## config.mk

```make
export PLATFORM = sky130hd
export DESIGN_NAME = grid_mem_arbiter
export DESIGN_NICKNAME = d
export VERILOG_FILES = /design/src/rtl/grid_pkg.sv /design/src/rtl/grid_arb_starve_ctr.sv /design/src/rtl/grid_mem_arbiter.sv
export SDC_FILE = /design/constraint.sdc
export NUM_CORES = 1
export LEC_CHECK = 0
export CORE_MARGIN = 8
export CORE_UTILIZATION = 40
export DETAILED_ROUTE_END_ITERATION = 16
export GPL_ROUTABILITY_DRIVEN = 0
export PLACE_DENSITY = 0.8
export SYNTH_ARGS = -nofsm -noshare
export SYNTH_HDL_FRONTEND = slang
export SYNTH_SLANG_ARGS = --single-unit
export TNS_END_PERCENT = 10
```

## constraint.sdc

```tcl
create_clock -name clk -period 1.4 [get_ports clk]
set_input_delay 0.28 -clock clk [delete_from_list [all_inputs] [get_ports clk]]
set_output_delay 0.28 -clock clk [all_outputs]
set_load 0.005 [all_outputs]
```

## src/rtl/grid_pkg.sv

```systemverilog
// rtl/grid_pkg.sv - shared grid geometry, cell codes and arbiter enums
package grid_pkg;

    localparam int GRID_COLS  = 10;
    localparam int GRID_ROWS  = 24;
    localparam int GRID_CELLS = GRID_COLS * GRID_ROWS;

    // Cell codes live in the low nibble of each grid RAM word.
    typedef enum logic [3:0] {
        CELL_AIR    = 4'd0,
        CELL_I      = 4'd1,
        CELL_O      = 4'd2,
        CELL_T      = 4'd3,
        CELL_S      = 4'd4,
        CELL_Z      = 4'd5,
        CELL_J      = 4'd6,
        CELL_L      = 4'd7,
        CELL_BORDER = 4'd8
    } cell_code_t;

    // Which requester the RAM read issued last cycle belongs to.
    typedef enum logic [1:0] {
        OWN_NONE = 2'd0,
        OWN_VID  = 2'd1,
        OWN_GAME = 2'd2
    } owner_t;

    typedef enum logic {
        VID_PRI  = 1'b0,
        GAME_PRI = 1'b1
    } arb_state_t;

endpackage

```

## src/rtl/grid_arb_starve_ctr.sv

```systemverilog
// rtl/grid_arb_starve_ctr.sv - saturating count of consecutive denied game cycles
// Ports:
//   clk, reset  clock, synchronous active-high reset
//   inc         game requested and was denied this cycle; low clears the count
//   at_limit    count has saturated at LIMIT
module grid_arb_starve_ctr #(
    parameter int LIMIT = 8,
    parameter int W     = $clog2(LIMIT + 1)
) (
    input  logic clk,
    input  logic reset,
    input  logic inc,
    output logic at_limit
);

    localparam logic [W-1:0] LIM = W'(LIMIT);

    logic [W-1:0] count;

    always_ff @(posedge clk) begin
        if (reset) begin
            count <= '0;
        end else if (!inc) begin
            count <= '0;
        end else if (count != LIM) begin
            count <= count + 1'b1;
        end
    end

    assign at_limit = (count == LIM);

endmodule

```

## src/rtl/grid_mem_arbiter.sv

```systemverilog
// rtl/grid_mem_arbiter.sv - single-port grid RAM arbiter, video priority with game anti-starvation
// Optional build macro: GRID_ARB_BOUNDS_CHECK_EN (out-of-range addresses are consumed
// without touching RAM, reads return 0, err_oob pulses in the grant cycle).
// Ports:
//   clk, reset                           clock, synchronous active-high reset
//   vid_req/vid_addr                     video read request (never held off for long)
//   vid_stall                            video denied this cycle (combinational)
//   vid_valid/vid_data                   video read return, one cycle after grant
//   game_req/game_we/game_addr/game_wdata game access, held until game_gnt
//   game_gnt                             game accepted this cycle (combinational)
//   game_rvalid/game_rdata               game read return, one cycle after grant
//   err_oob                              out-of-range access pulse
//   mem_addr/mem_we/mem_wdata/mem_rdata  grid RAM port (1-cycle read latency)
module grid_mem_arbiter #(
    parameter int ADDR_W       = 8,
    parameter int DATA_W       = 8,
    parameter int GRID_CELLS   = 240,
    parameter int STARVE_LIMIT = 8
) (
    input  logic              clk,
    input  logic              reset,
    input  logic              vid_req,
    input  logic [ADDR_W-1:0] vid_addr,
    output logic              vid_stall,
    output logic              vid_valid,
    output logic [DATA_W-1:0] vid_data,
    input  logic              game_req,
    input  logic              game_we,
    input  logic [ADDR_W-1:0] game_addr,
    input  logic [DATA_W-1:0] game_wdata,
    output logic              game_gnt,
    output logic              game_rvalid,
    output logic [DATA_W-1:0] game_rdata,
    output logic              err_oob,
    output logic [ADDR_W-1:0] mem_addr,
    output logic              mem_we,
    output logic [DATA_W-1:0] mem_wdata,
    input  logic [DATA_W-1:0] mem_rdata
);

    import grid_pkg::*;

`ifdef GRID_ARB_BOUNDS_CHECK_EN
    localparam bit BOUNDS_EN = 1'b1;
`else
    localparam bit BOUNDS_EN = 1'b0;
`endif

    arb_state_t        state, state_nx;
    owner_t            owner_q, owner_nx;
    logic              rd_zero_q;
    logic [ADDR_W-1:0] addr_q;
    logic [DATA_W-1:0] vid_hold_q, game_hold_q;
    logic              vid_win, game_win, any_win, win_oob, starve_limit;
    logic [ADDR_W-1:0] win_addr;
    logic [DATA_W-1:0] rd_data;

    grid_arb_starve_ctr #(.LIMIT(STARVE_LIMIT)) u_starve (
        .clk      (clk),
        .reset    (reset),
        .inc      (game_req && !game_win),
        .at_limit (starve_limit)
    );

    // Grants are suppressed while reset is high so every output reads 0.
    always_comb begin
        state_nx = state;
        vid_win  = 1'b0;
        game_win = 1'b0;
        if (!reset) begin
            case (state)
                VID_PRI: begin
                    vid_win  = vid_req;
                    game_win = game_req && !vid_req;
                    // Counter saturated and still losing: force one game win next cycle.
                    if (starve_limit && game_req && !game_win) begin
                        state_nx = GAME_PRI;
                    end
                end
                GAME_PRI: begin
                    game_win = game_req;
                    vid_win  = vid_req && !game_req;
                    state_nx = VID_PRI;
                end
                default: state_nx = VID_PRI;
            endcase
        end
        any_win  = vid_win || game_win;
        win_addr = vid_win ? vid_addr : game_addr;
        win_oob  = BOUNDS_EN && any_win && (int'(win_addr) >= GRID_CELLS);
        if (vid_win) begin
            owner_nx = OWN_VID;
        end else if (game_win && !game_we) begin
            owner_nx = OWN_GAME;
        end else begin
            owner_nx = OWN_NONE;
        end
    end

    always_ff @(posedge clk) begin
        if (reset) begin
            state       <= VID_PRI;
            owner_q     <= OWN_NONE;
            rd_zero_q   <= 1'b0;
            addr_q      <= '0;
            vid_hold_q  <= '0;
            game_hold_q <= '0;
        end else begin
            state     <= state_nx;
            owner_q   <= owner_nx;
            rd_zero_q <= win_oob;
            if (any_win) begin
                addr_q <= win_addr;
            end
            if (vid_valid) begin
                vid_hold_q <= rd_data;
            end
            if (game_rvalid) begin
                game_hold_q <= rd_data;
            end
        end
    end

    // RAM port: the address holds while idle; out-of-range writes never reach the RAM.
    assign mem_addr  = any_win ? win_addr : (reset ? '0 : addr_q);
    assign mem_we    = game_win && game_we && !win_oob;
    assign mem_wdata = (game_win && game_we) ? game_wdata : '0;
    assign err_oob   = win_oob;

    assign vid_stall = vid_req && !vid_win && !reset;
    assign game_gnt  = game_win;

    assign rd_data     = rd_zero_q ? '0 : mem_rdata;
    assign vid_valid   = !reset && (owner_q == OWN_VID);
    assign game_rvalid = !reset && (owner_q == OWN_GAME);
    assign vid_data    = reset ? '0 : (vid_valid ? rd_data : vid_hold_q);
    assign game_rdata  = reset ? '0 : (game_rvalid ? rd_data : game_hold_q);

endmodule
```

; ---- Yosys cells after proc, flatten, opt, wreduce, memory -nomap -nowiden
; Index checks and enable logic that the tools add are counted.
[totals]
reg_bits = 31
latch_bits = 0
ramBits = 0
mem_bits_ro = 0
inputBits = 37
output_inout_bits = 38
memories = 0
[classes]
n_addsub = 1
multipliers = 0
div = 0
magnitude_cmp = 0
eq_ne = 4
n_shift = 0
mux = 16
bitwise = 2
n_reduce_logical = 21
[op_table]
columns = operator, n
row1 = $mux 8, 8
row2 = $logic_and 1x1->1, 11
row3 = $logic_not 1->1, 7
row4 = $pmux 1 s2, 3
row5 = $add 4x1->4 const B, 1
row6 = $eq 4x4->1 const B, 1
row7 = $mux 1, 4
row8 = $ne 4x4->1 const B, 1
row9 = $reduce_or 2->1, 2
row10 = $eq 2x1->1 const B, 1
row11 = $eq 2x2->1 const B, 1
row12 = $mux 2, 1
row13 = $not 1->1, 2
row14 = $logic_or 1x1->1, 1

; ---- Depth between registers and ports, before layout
; Gate-level depths: netlist of the first run.
[depth]
depth_word = 8
ltp_mapped = 5
depth_no_buf = 5

; ---- By module
; From an unflattened synthesis of the first run, not the netlist that was laid out.
[hier_totals]
hier_cells = 151
area_unflattened_um2 = 1495.2
[by_module_without_submodules]
columns = mod, n_inst, cells_each, area_per_inst_um2, seq_area_each_um2
row1 = grid_mem_arbiter, 1, 129, 1247.4, 540.5
row2 = grid_arb_starve_ctr, 1, 22, 247.7, 80.1

; ---- Least setup slack after synthesis of the first run
; No wires, ideal clock.
[synth_timing]
kind = reg2out
startpoint = register state
endpoint = output port mem_addr[0]
arrival_ns = 1.068
required_ns = 1.120
slack_ns = 0.052
path_stages_with_launch = 5
path_buffers = 2
cell_sequence = dfxtp_1 buf_6 a211o_4 buf_6 a31oi_1
[synth_via]
elab_chain_len = 5
elab_cells_between_ends = 8
[synth_lines]
columns = element, line
row1 = from (decl), grid_mem_arbiter.sv:49  ; arb_state_t state, state_nx;
row2 = from (signal assigned), grid_mem_arbiter.sv:109  ; state <= state_nx;
row3 = $not 1->1, -
row4 = $pmux 1 s2, grid_mem_arbiter.sv:71  ; case (state)
row5 = $mux 1, grid_mem_arbiter.sv:70  ; if (!reset) begin
row6 = $mux 8 / $logic_or 1x1->1 (equally long branches), "grid_mem_arbiter.sv:89, grid_mem_arbiter.sv:88"
row7 = $mux 8 *, grid_mem_arbiter.sv:125  ; assign mem_addr = any_win ? win_addr : (reset ? '0 : addr_q);
row8 = to (decl), grid_mem_arbiter.sv:35  ; output logic [ADDR_W-1:0] mem_addr,
; Every way passes the cells marked *; elsewhere a longest branch is shown, timed or not.

; ---- Worst setup path after layout of the first run
[layout_timing]
startpoint = register state
endpoint = output port mem_addr[1]
; Same word-level chain as after synthesis.

==> flow_summary.yaml, run 1 <==
setup_path:
  rr_worst_depth: 4
  cp.required_ps: 1120
  arrival_ps: 1550
  crit_path_max_incr_delay_ps: 330
  start_kind: "flip-flop"
  rr_endpoint: "addr_q[1]$_SDFFE_PP0P_"
  ff2ff_setup_slack_ps: 120
  slowest_stage: "dfxtp_2"
  cp-end-kind: "output port"
  cp_max_fo: 11
  timing.rr.start: "state$_SDFF_PP0_"
  path_class: "flip-flop to output port"
  crit_path_cell_trace: "nand2b_4 -> buf_6 -> a211o_1 -> a31oi_1 -> buf_2"
final_layout:
  fin_util_pct: 75.2
  final_net_count: 333
  syn2layout_area_growth_pct: 79.8
  diodes: 0
  fin_area_um2: 2750
  stdcell_count: 342
  fillers: 259
  drive_gt1_share_pct: 43.9
die:
  io_pins: 75
  initial_core_util_pct: 41.8
  die_width_um: 77.9
  core_area_um2: 3660
  die_h_um: 77.9
  dieArea_um2: 6060
  rows: 22
power:
  p_leak_nw: 1.14
  power.net_switching_uw: 557
  clkPwrFrac_pct: 33.2
  power_mw: 2.14
  power.internal_mw: 1.58
  combPwrFrac_pct: 22.8
  ir_drop_v: 0.000665
  power_switching_share_pct: 26.0
  seq_power_share_pct: 44.0
  power-per-cell-area_nw_per_um2: 777
place:
  dpl.hpwl_mm: 3.69
  portBuffers: 73
  place_area_um2: 2480
  place_inst: 323
  post-place-ws_ps: -996
route:
  route.detailed.drc: 0
  drt_iter0_drc: 117
  wl_per_cell_um: 16.6
  first_pass_iters: 4
  drt-total-wl_mm: 5.67
  vias: 1752
  via_per_inst: 5.12
  antenna_left: 0
synth:
  avgSynthCellArea_um2: 8.23
  yosysSeqAreaShare_pct: 40.5
  ys_warn_count: 0
  synth-seq-cells: 31
  syn-num-nets: 225
  syn_area_um2: 1530
  synth_top_cell_area_share_pct: 40.5
  synthTopCellsByArea: "dfxtp_1, nand2_1, a31oi_1, a21oi_1, a211o_1"
  synth_cells: 186
  synth_top_area_cell: "dfxtp_1"
  synth.distinct_cells: 29
timing:
  fin_skew_ps: 1.29
  setup_violations: 37
  setup_slack_ps: -426
  fin_crit_sh_pct: 130
  rsz0062_at_grt: "true"
  slew_violations: 0
  period_needed_ps: 1830
  hold_viol: 0
  hold_slack_ps: 468
  tns_ps: -9410
  fmax_mhz: 548
grt:
  gr-total-overflow: 0
  grt_pass1_vias: 1856
  grt_max_degree: 12
  antenna_found_initial: 0
  grt_pass1_wl_mm: 8.81
  grt_usage_pct: 17.7
worst_hold_path:
  holdPathEnd: "game_hold_q[7]$_DFF_P_"
  hold_start: "game_hold_q[7]$_DFF_P_"
  hold_path.class: "flip-flop to flip-flop"
  hold_path_depth: 2
outcome:
  violations: "negative setup slack"
  status: "finished, violations left"
clocking:
  clk_path_buf_depth: 2
  clk_latency_ps: 280
  cts_max_level: 2
  clk_pin_slew_ps: 60
  cts-buffers-inserted: 5
  numClockSinks: 31
  cts_tree: "done"
  root_buffer: "clkbuf_8"
flow_run:
  cap_viol_max_count: 0
## placed cells by master, fill, tap and decap left out, drive strengths merged
cell type / n
clkdlybuf4s50: 34
nor2b: 4
nand2b: 5
clkbuf: 13
inv: 12
a31oi: 16
xnor2: 1
and2: 9
ha: 2
nand3: 9
nor2: 6
a21oi: 17
conb: 1
nand3b: 2
clkdlybuf4s15: 8
and3: 3
clkinv: 1
mux2i: 1
dlygate4sd2: 2
nand2: 33
xor2: 1
dfxtp: 31
a211o: 10
buf: 65
a2111oi: 8
## power by group through the flow
stage          Clock (mW)  Combinational, mW  Sequential, mW
3_3_place_gp            0              0.443           0.957
3_5_place_dp            0              0.451           0.959
2_1_floorplan           0              0.177           0.955
6_report            0.710              0.488           0.941
4_1_cts             0.702              0.463           0.940
5_1_grt             0.753              0.523           0.945
## cell type report
cell class	count	area (um^2)	share of cell area, %
Sequential cell	31	629	22.9
Timing Repair Buffer	116	980	35.6
Multi-Input combinational cell	128	952	34.6
Clock buffer	6	82.6	3.00
Inverter	12	45.0	1.64
Tap cell	48	60.1	2.18
Clock inverter	1	5.00	0.182
## routing by layer
layer	wire [um]	GRT usage [%]
met1	2300	19.8
met2	2950	31.2
met3	363	4.95
met4	56	6.23
met5	0	0
## cell usage after synthesis, drive strengths merged
library cell,number
nor2b,4
xor2,1
nand3,9
buf,13
and2,9
nand2b,5
conb,1
dfxtp,31
clkbuf,4
xnor2,1
mux2i,1
a21oi,17
a2111oi,8
and3,2
a211o,9
ha,2
nor2,6
nand2,33
nand3b,2
a31oi,16
inv,12
## registers in the layout, summed over array words and instances (netlist names)
register / flops
state: 1
game_hold_q: 8
u_starve.count: 4
vid_hold_q: 8
owner_q: 2
addr_q: 8
## worst max-delay path by stage
| stage | startpoint | end | slack (ps) | depth (start not counted) |
|---|---|---|---|---|
| 6_report | state$_SDFF_PP0_ | mem_addr[1] | -430 | 5 |
| 5_1_grt | state$_SDFF_PP0_ | mem_addr[1] | -450 | 5 |
| 4_1_cts | state$_SDFF_PP0_ | mem_addr[6] | -360 | 5 |
| 3_5_place_dp | vid_req | mem_addr[6] | -1000 | 6 |
| 3_3_place_gp | game_req | mem_addr[4] | -950 | 5 |
| 2_1_floorplan | state$_SDFF_PP0_ | mem_addr[0] | 50 | 4 |
## kinds of logic (layout without fill, tap and decap cells)
logic type,count (synthesis),count (layout),synth area share (%)
AOI/OAI and AO/OA,50,51,23.3
xor gates and xnor gates,2,2,1.14
adders and majority gates,2,2,1.63
buffers and inverters,29,135,9.88
DFF,31,31,40.5
muxes,1,1,0.654
other,1,1,0.245
and+or+nand+nor,70,71,22.6
## worst max-delay path, delay by kind of cell, from the launching register on
family                 cells  cell delay [ps]
AOI/OAI and AO/OA          2              490
buffers and inverters      2              300
DFF                        1              330
and+or+nand+nor            1              140
## what timing repair did
action / 4_1_cts / 5_1_grt
hold buffers: 0 / 0
setup endpoints to repair: 44 / 37
gates resized for setup: 159 / 35
setup buffers: 7 / 3
pin swaps: 15 / 7
gates cloned: 2 / 0
Note: power is estimated with default switching activity, not from simulation.
==> run 2, diff against run 1 <==
Settings changed: PLACE_DENSITY 0.8 to 0.89, RECOVER_POWER set to 100.
==> flow_summary.yaml, run 2 (same netlist as run 1, synthesis figures left out) <==
outcome:
  status: "finished, violations left"
  violations: "negative setup slack"
clocking:
  clk_pin_slew_ps: 60
  clk_path_buf_depth: 2
  root_buffer: "clkbuf_8"
  cts-buffers-inserted: 5
  cts_max_level: 2
  numClockSinks: 31
  cts_tree: "done"
  clk_latency_ps: 270
die:
  dieArea_um2: 6060
  core_area_um2: 3660
  die_h_um: 77.9
  initial_core_util_pct: 41.8
  rows: 22
  io_pins: 75
  die_width_um: 77.9
route:
  drt_iter0_drc: 79
  antenna_left: 0
  vias: 1772
  via_per_inst: 5.31
  first_pass_iters: 4
  drt-total-wl_mm: 5.34
  route.detailed.drc: 0
  wl_per_cell_um: 16.0
power:
  power_switching_share_pct: 25.5
  combPwrFrac_pct: 22.2
  power-per-cell-area_nw_per_um2: 784
  power.internal_mw: 1.57
  seq_power_share_pct: 44.5
  ir_drop_v: 0.000718
  power.net_switching_uw: 539
  power_mw: 2.11
  p_leak_nw: 1.09
  clkPwrFrac_pct: 33.2
final_layout:
  final_common_cell: "clkdlybuf4s50_1"
  fillers: 279
  reg_top3: "addr_q (8), game_hold_q (8), vid_hold_q (8)"
  fin_util_pct: 73.6
  diodes: 0
  syn2layout_area_growth_pct: 76.0
  mostFrequentLayoutCells: "clkdlybuf4s50_1, nand2_1, dfxtp_1"
  drive_gt1_share_pct: 39.2
  final_net_count: 325
grt:
  grt_pass1_vias: 1839
  grt_pass1_wl_mm: 8.69
  grt_usage_pct: 17.3
  gr-total-overflow: 0
  grt_max_degree: 19
  antenna_found_initial: 0
timing:
  hold_viol: 0
  fmax_mhz: 564
  slew_violations: 0
  setup_slack_ps: -372
  hold_slack_ps: 463
  fin_crit_sh_pct: 127
  setup_violations: 37
  fin_skew_ps: 1.91
  period_needed_ps: 1770
  rsz0062_at_grt: "true"
place:
  portBuffers: 73
  dpl.hpwl_mm: 3.63
worst_hold_path:
  hold_path.class: "flip-flop to flip-flop"
setup_path:
  cp.required_ps: 1120
  crit_start: "state$_SDFF_PP0_"
  rr_worst_depth: 5
  path_class: "flip-flop to output port"
  ff2ff_setup_slack_ps: 140
  start_kind: "flip-flop"
  cp-end-kind: "output port"
  timing.rr.start: "state$_SDFF_PP0_"
  critPathCapture: "mem_addr[2]"
  cp_max_fo: 6
  arrival_ps: 1490
  rr_endpoint: "addr_q[5]$_SDFFE_PP0P_"
flow_run:
  cap_viol_max_count: 0
==> run 2: cell types whose count changed in the layout (fill, tap and decap cells not counted), moves of 2 or more <==
cell             change
buf_4                -8
a21oi_2             -14
clkdlybuf4s15_2      +7
clkbuf_2             -4
buf_6                +2
a21oi_1             +14
a31oi_1              -2
buf_12               -2
==> run 2: layout make-up <==
cell class,count,area [um^2],share of cell area [%]
clock buffer,6,82.6,3.06
clock inverter,1,5.00,0.186
inverter,12,45.0,1.67
multi-input combinational,128,933,34.6
sequential,31,629,23.4
tap,48,60.1,2.23
timing repair buffer,108,940,34.9
==> run 2: worst min path at each step <==
stage	from	endpoint	slack, ps	depth (start not counted)
6_report	game_hold_q[2]$_DFF_P_	game_hold_q[2]$_DFF_P_	460	2
5_1_grt	vid_hold_q[5]$_DFF_P_	vid_hold_q[5]$_DFF_P_	500	2
4_1_cts	vid_hold_q[1]$_DFF_P_	vid_hold_q[1]$_DFF_P_	460	2
3_5_place_dp	game_hold_q[7]$_DFF_P_	game_hold_q[7]$_DFF_P_	460	2
3_3_place_gp	vid_hold_q[1]$_DFF_P_	vid_hold_q[1]$_DFF_P_	450	2
2_1_floorplan	game_we	owner_q[1]$_SDFF_PP0_	350	1
==> run 2: through the flow <==
stage | std cells | setup slack, ps | setup TNS, ps | area (um^2)
after global routing | 334 | -454 | -11840 | 2700
after floorplan | 186 | 51.9 | 0 | 1530
after detailed placement | 320 | -969 | -35950 | 2440
after global placement | 320 | -935 | -33820 | 2440
final | 334 | -372 | -9290 | 2700
after CTS | 334 | -362 | -9020 | 2690
==> run 2: metal layers <==
metal  up-vias  wire length (um)  global-route usage [%]
met3        12               370                    6.68
met4         0                95                    5.09
met5         -                 0                       0
li1        843                 -                       -
met1       853              2100                    18.5
met2        64              2770                    30.5
==> run 2: power by group through the flow <==
stage	clock [mW]	combinational, mW	sequential (mW)
2_1_floorplan	0	0.177	0.955
3_3_place_gp	0	0.428	0.957
3_5_place_dp	0	0.436	0.959
4_1_cts	0.718	0.463	0.941
5_1_grt	0.767	0.506	0.946
6_report	0.702	0.470	0.941
==> run 2: critical path, cell delays in order, from the launching register on <==
cell and delay (ps):
dfxtp_2 330, nand2b_4 150, buf_6 130, a211o_1 280, a31oi_2 190, buf_2 140
==> run 2: what timing repair did <==
action,4_1_cts,5_1_grt
cloned,3,0
hold buffers,0,0
gates resized for setup,183,18
endpoints found under the setup margin,43,37
setup buffers,4,0
pin swaps,24,3
==> RTL edit 1, RTL diff (settings of run 2) <==
Change the localparam `BOUNDS_EN` from 1'b0 to 1'b1.
--- a/src/rtl/grid_mem_arbiter.sv
+++ b/src/rtl/grid_mem_arbiter.sv
@@ -44,5 +44,5 @@
     localparam bit BOUNDS_EN = 1'b1;
 `else
-    localparam bit BOUNDS_EN = 1'b0;
+    localparam bit BOUNDS_EN = 1'b1;
 `endif
 
Function: changed (a bounded check fails within 4 cycles, from zero or initial values and one cycle with reset high).
==> RTL edit 1 against run 2 <==
  * The run still ends with setup timing left
  * Setup slack worse by 340 ps
  * Die area is 3.9% lower
  * Global-route usage is 0.36 points lower
  * Area after synthesis is 4.9% lower
  * Sequential cell count is 1 higher
  * Power is 2.1% higher
  * Final area is 1.6% higher
  * Wire length is 3.9% higher
  * Critical endpoint is now mem_we
==> RTL edit 1: results (changes against run 2) <==
Run status:
- Outcome: finished, violations left (unchanged).
- Violated checks: setup timing (unchanged).

Hold path:
- The destination of the worst hold path is vid_hold_q[1]$_DFF_P_ (was game_hold_q[2]$_DFF_P_).
- The launch point of the worst hold path was vid_hold_q[1]$_DFF_P_ (was game_hold_q[2]$_DFF_P_).

Worst setup path:
- The worst reg-to-reg setup slack is -30 ps (was 140 ps).
- The endpoint of the worst-slack reg-to-reg timing path was addr_q[7]$_SDFFE_PP0P_ (was addr_q[5]$_SDFFE_PP0P_).
- The largest stage delay on the critical path is 420 ps (was 330 ps).
- The slowest stage cell on the critical path is sky130_fd_sc_hd__o41a_1 (was sky130_fd_sc_hd__dfxtp_2).
- The maximum fanout encountered on the critical timing path is 4 (was 6).
- The path depth of the worst reg2reg path came to 6 (was 5).

Pwr:
- The largest vdd supply drop is 649 µV (was 718 µV).
- The leakage power of the design is 1.09 nW (about the same).
- The share of total power consumed by net switching is 26.7% (was 25.5%).
- The fraction of power consumed by the clock network was 33.6% (was 33.2%).

Logic synthesis:
- The net count of the mapped netlist is 224 (was 225).
- The flip-flop and latch count after synthesis is 32 (was 31).
- The mean instance size in the synthesized netlist is 7.87 µm² (was 8.23 µm²).
- The part of the Yosys area used for sequential elements was 44.0% (was 40.5%).
- Commonest cells post-synth: sky130_fd_sc_hd__nand2_1, sky130_fd_sc_hd__dfxtp_1, sky130_fd_sc_hd__a21oi_1 (unchanged).

Finish:
- The register share of the cell area is 23.6% (was 23.4%).
- The multi-input gate area in the final layout was 955 µm² (was 933 µm²).
- The number of nets in the finished design was 328 (was 325).
- The clock buffer count in the final layout is 5 (was 6).
- The post-route standard cell area excluding fillers is 2740 µm² (was 2700 µm²).
- The number of multi-input logic gates was 135 (was 128).
- The fraction of cell area in non-clock buffers is 35.0% (was 34.9%).
- The clock distribution area overhead in the final layout was 2.92% (was 3.25%).
- The layout inverter count without the clock tree is 9 (was 12).
- The count of buffers not belonging to the clock network in the layout is 106 (was 108).

Timing:
- The final-report setup violation count is 41 (was 37).
- The post-route worst setup slack came to -714 ps (was -372 ps).
- The final hold slack is 476 ps (was 463 ps).

Place:
- The pre-CTS setup slack is -1160 ps (was -969 ps).
- The area after detailed placement was 2450 µm² (was 2440 µm²).
- The count of buffers inserted at the top-level ports is 74 (was 73).
- The number of cells in the design after placement was 322 (was 320).
- The detailed placement HPWL is 3670 µm (was 3630 µm).

Global route:
- The first-pass GRT wire length is 8140 µm (was 8690 µm).
- The via count of the first global-routing pass was 1743 (was 1839).
- The overall track demand over capacity in global routing is 16.9% (was 17.3%).
- The largest net degree at the start of global routing came to 18 (was 19).

CTS:
- The insertion delay of the later-clocked pin in the worst-skew pair was 350 ps (was 270 ps).
- The root buffer selected by CTS is sky130_fd_sc_hd__clkbuf_4 (was sky130_fd_sc_hd__clkbuf_8).

Drt:
- The detailed-route wire length was 5550 µm (was 5340 µm).
- The count of routing violations after the opening detailed-route iteration was 113 (was 79).
RTL edit 1: changes by cell type after synthesis, sizes merged, moves of 4 or more:
cell	before	now
nor4	0	4
buf	13	2
a31oi	16	0
inv	12	8
nor2b	4	10
nand2	33	40
a21oi	17	24
and2	9	1
o21ai	0	9
nand3	9	4
a211oi	0	10
a2111oi	8	0
a211o	9	0
and3	2	8
RTL edit 1: routing by layer:
layer / track usage [%] / share of wire, % / wire length, µm
met2: 29.9 / 53 / 2910
met1: 17.7 / 39 / 2190
met4: 5.58 / 2.1 / 116
met3: 6.72 / 5.9 / 327
met5: 0 / 0 / 0
RTL edit 1: repair_timing:
action / 4_1_cts / 5_1_grt
setup endpoints to repair: 52 / 42
gates resized for setup: 149 / 36
buffers inserted: 4 / 5
pin swaps: 7 / 3
endpoints found under the hold margin: 0 / 0
hold buffers: 0 / 0
cloned: 0 / 1
RTL edit 1: tightest hold or removal path: stages, from the launching register on:
cell and delay [ps]:
sky130_fd_sc_hd__dfxtp_1 310, sky130_fd_sc_hd__nand2_1 60, sky130_fd_sc_hd__a21oi_2 60
RTL edit 1: kinds of logic after synthesis:
group | synth area share (%)
buffers and inverters | 4.98
AO/OA/AOI/OAI | 17.8
flip-flops | 44.0
adder cells (fa/ha/maj) | 1.72
AND/OR/NAND/NOR | 27.5
XOR/XNOR | 1.20
multiplexers | 2.84
RTL edit 1: worst max path at each step:
stage | endpoint | slack (ps)
5_1_grt | mem_we | -790
4_1_cts | mem_we | -690
2_1_floorplan | mem_we | -190
3_5_place_dp | mem_we | -1160
3_3_place_gp | mem_we | -1100
6_report | mem_we | -710
==> RTL edit 2, RTL diff (settings of run 2) <==
Without the edit above. Make the reset (`reset`) asynchronous in 2 clocked blocks. Comments in the files are not updated.
--- a/src/rtl/grid_arb_starve_ctr.sv
+++ b/src/rtl/grid_arb_starve_ctr.sv
@@ -18,5 +18,5 @@
     logic [W-1:0] count;
 
-    always_ff @(posedge clk) begin
+    always_ff @(posedge clk or posedge reset) begin
         if (reset) begin
             count <= '0;
--- a/src/rtl/grid_mem_arbiter.sv
+++ b/src/rtl/grid_mem_arbiter.sv
@@ -98,5 +98,5 @@
     end
 
-    always_ff @(posedge clk) begin
+    always_ff @(posedge clk or posedge reset) begin
         if (reset) begin
             state       <= VID_PRI;
Function: no difference found for any inputs over 10 cycles, from zero or initial values and one cycle with reset high; that may be too few to reach the edited logic, so the function may still have changed.
==> RTL edit 2 against run 2 <==
  * The flow still finishes with violations (setup timing)
  * Worst hold slack worse by 310 ps
  * Final area grew 17%
  * Sequential cell count did not move
  * Sequential share of layout area increased by 1.2 points
  * Global-route usage grew 1.6 points
  * Wire length grew 17%
  * Synthesized cell count fell by 16%
  * Clock skew up 1.8 ps
  * Power up 26%
  * First-iteration DRC count decreased by 29%
  * Area after synthesis increased by 9.5%
  * Setup slack got worse by 260 ps
  * Utilization rose by 4.7 points
  * Largest cell class unchanged
==> RTL edit 2: results (changes against run 2) <==
Logic synthesis:
- The prevailing post-synth register cell is sky130_fd_sc_hd__dfrtp_1 (was sky130_fd_sc_hd__dfxtp_1).
- Synth area leaders: sky130_fd_sc_hd__dfrtp_1, sky130_fd_sc_hd__mux2_2, sky130_fd_sc_hd__and2_1 (was sky130_fd_sc_hd__dfxtp_1, sky130_fd_sc_hd__nand2_1, sky130_fd_sc_hd__a31oi_1).
- Commonest cells post-synth: sky130_fd_sc_hd__dfrtp_1, sky130_fd_sc_hd__and2_1, sky130_fd_sc_hd__mux2_2 (was sky130_fd_sc_hd__nand2_1, sky130_fd_sc_hd__dfxtp_1, sky130_fd_sc_hd__a21oi_1).
- The count of cell types in the netlist came to 33 (was 29).
- The net count of the mapped netlist is 196 (was 225).

Global route:
- The routing usage on met3 came to 6.73% (was 6.68%).
- The met1 track utilization from global routing is 20.2% (was 18.5%).
- The global routing usage on met2 came to 34.4% (was 30.5%).
- The via count of the first global-routing pass came to 1895 (was 1839).

Worst setup path:
- The worst reg-to-reg setup slack is 0 ps (was 140 ps).
- The critical path arrival was 1750 ps (was 1490 ps).
- The path depth of the worst reg2reg path is 6 (was 5).
- The start of the worst register-to-register path is state$_DFFE_PP0N_ (was state$_SDFF_PP0_).
- The largest stage delay on the critical path was 380 ps (was 330 ps).
- The maximum fanout encountered on the critical timing path is 3 (was 6).

Drt:
- The met2 layer wire length in the routed design was 3290 µm (was 2770 µm).
- The count of routing violations after the opening detailed-route iteration is 56 (was 79).
- The met1 wire length is 2340 µm (was 2100 µm).
- The amount of wire on met3 after detailed routing was 524 µm (was 370 µm).
- The average wire length per cell after detail routing is 19.0 µm (was 16.0 µm).

Pwr:
- The leakage power of the design came to 1.46 nW (was 1.09 nW).

Run status:
- Violated checks: setup timing (unchanged).
- Outcome: finished, violations left (unchanged).

Place:
- The area after detailed placement was 2690 µm² (was 2440 µm²).
- The detailed placement HPWL is 3840 µm (was 3630 µm).
- The number of cells in the design after placement was 299 (was 320).

Timing:
- The post-route worst setup slack came to -635 ps (was -372 ps).
- The clock tree skew after final layout is 3.71 ps (was 1.91 ps).
- The final-report setup violation count was 37 (unchanged).
- The final hold slack was 157 ps (was 463 ps).
- The aggregate negative setup slack was -19230 ps (was -9290 ps).

Finish:
- The number of nets in the finished design is 317 (was 325).
- The filler cell count was 256 (was 279).
- The final non-filler cell total is 329 (was 334).
-- RTL edit 2: kinds of logic after synthesis --
logic type	synth area share [%]
buffers and inverters	4.25
adder cells (fa/ha/maj)	1.49
other	0.224
multiplexers	11.3
flip-flops	46.3
AO/OA/AOI/OAI	6.79
XOR/XNOR	1.04
AND/OR/NAND/NOR	28.6
-- RTL edit 2: timing repair --
item,in CTS,in global routing
resized for setup,172,61
endpoints found under the setup margin,66,40
hold endpoints to repair,0,0
gates cloned,2,0
pin swaps,11,9
buffers inserted,18,4
-- RTL edit 2: worst max-delay path by stage --
stage                              start            end  cells after the start  slack, ps
detailed placement                 reset    mem_addr[4]                      6      -1210
global placement                   reset    mem_addr[2]                      6      -1120
floorplan           owner_q[0]$_DFF_PP0_  game_rdata[0]                      4        -50
finish              owner_q[1]$_DFF_PP0_    vid_data[6]                      6       -630
global route        owner_q[1]$_DFF_PP0_    vid_data[6]                      6       -700
CTS                 owner_q[0]$_DFF_PP0_  game_rdata[4]                      6       -660
-- RTL edit 2: where the power goes --
| group | switching, mW | internal (mW) | leakage [nW] | total [mW] |
|---|---|---|---|---|
| sequential | 0.0548 | 1.04 | 0.379 | 1.09 |
| combinational | 0.346 | 0.557 | 1.04 | 0.903 |
| clock | 0.321 | 0.348 | 0.0422 | 0.669 |
-- RTL edit 2: layout make-up --
class | instances | area [µm²] | area share (%)
repair buffers | 126 | 1130 | 35.9
multi-input cells | 111 | 1090 | 34.6
flip-flops and latches | 31 | 776 | 24.6
clock buffers | 7 | 76.3 | 2.42
well taps | 50 | 62.6 | 1.98
inverters | 3 | 12.5 | 0.397
clock inverters | 1 | 5.00 | 0.159
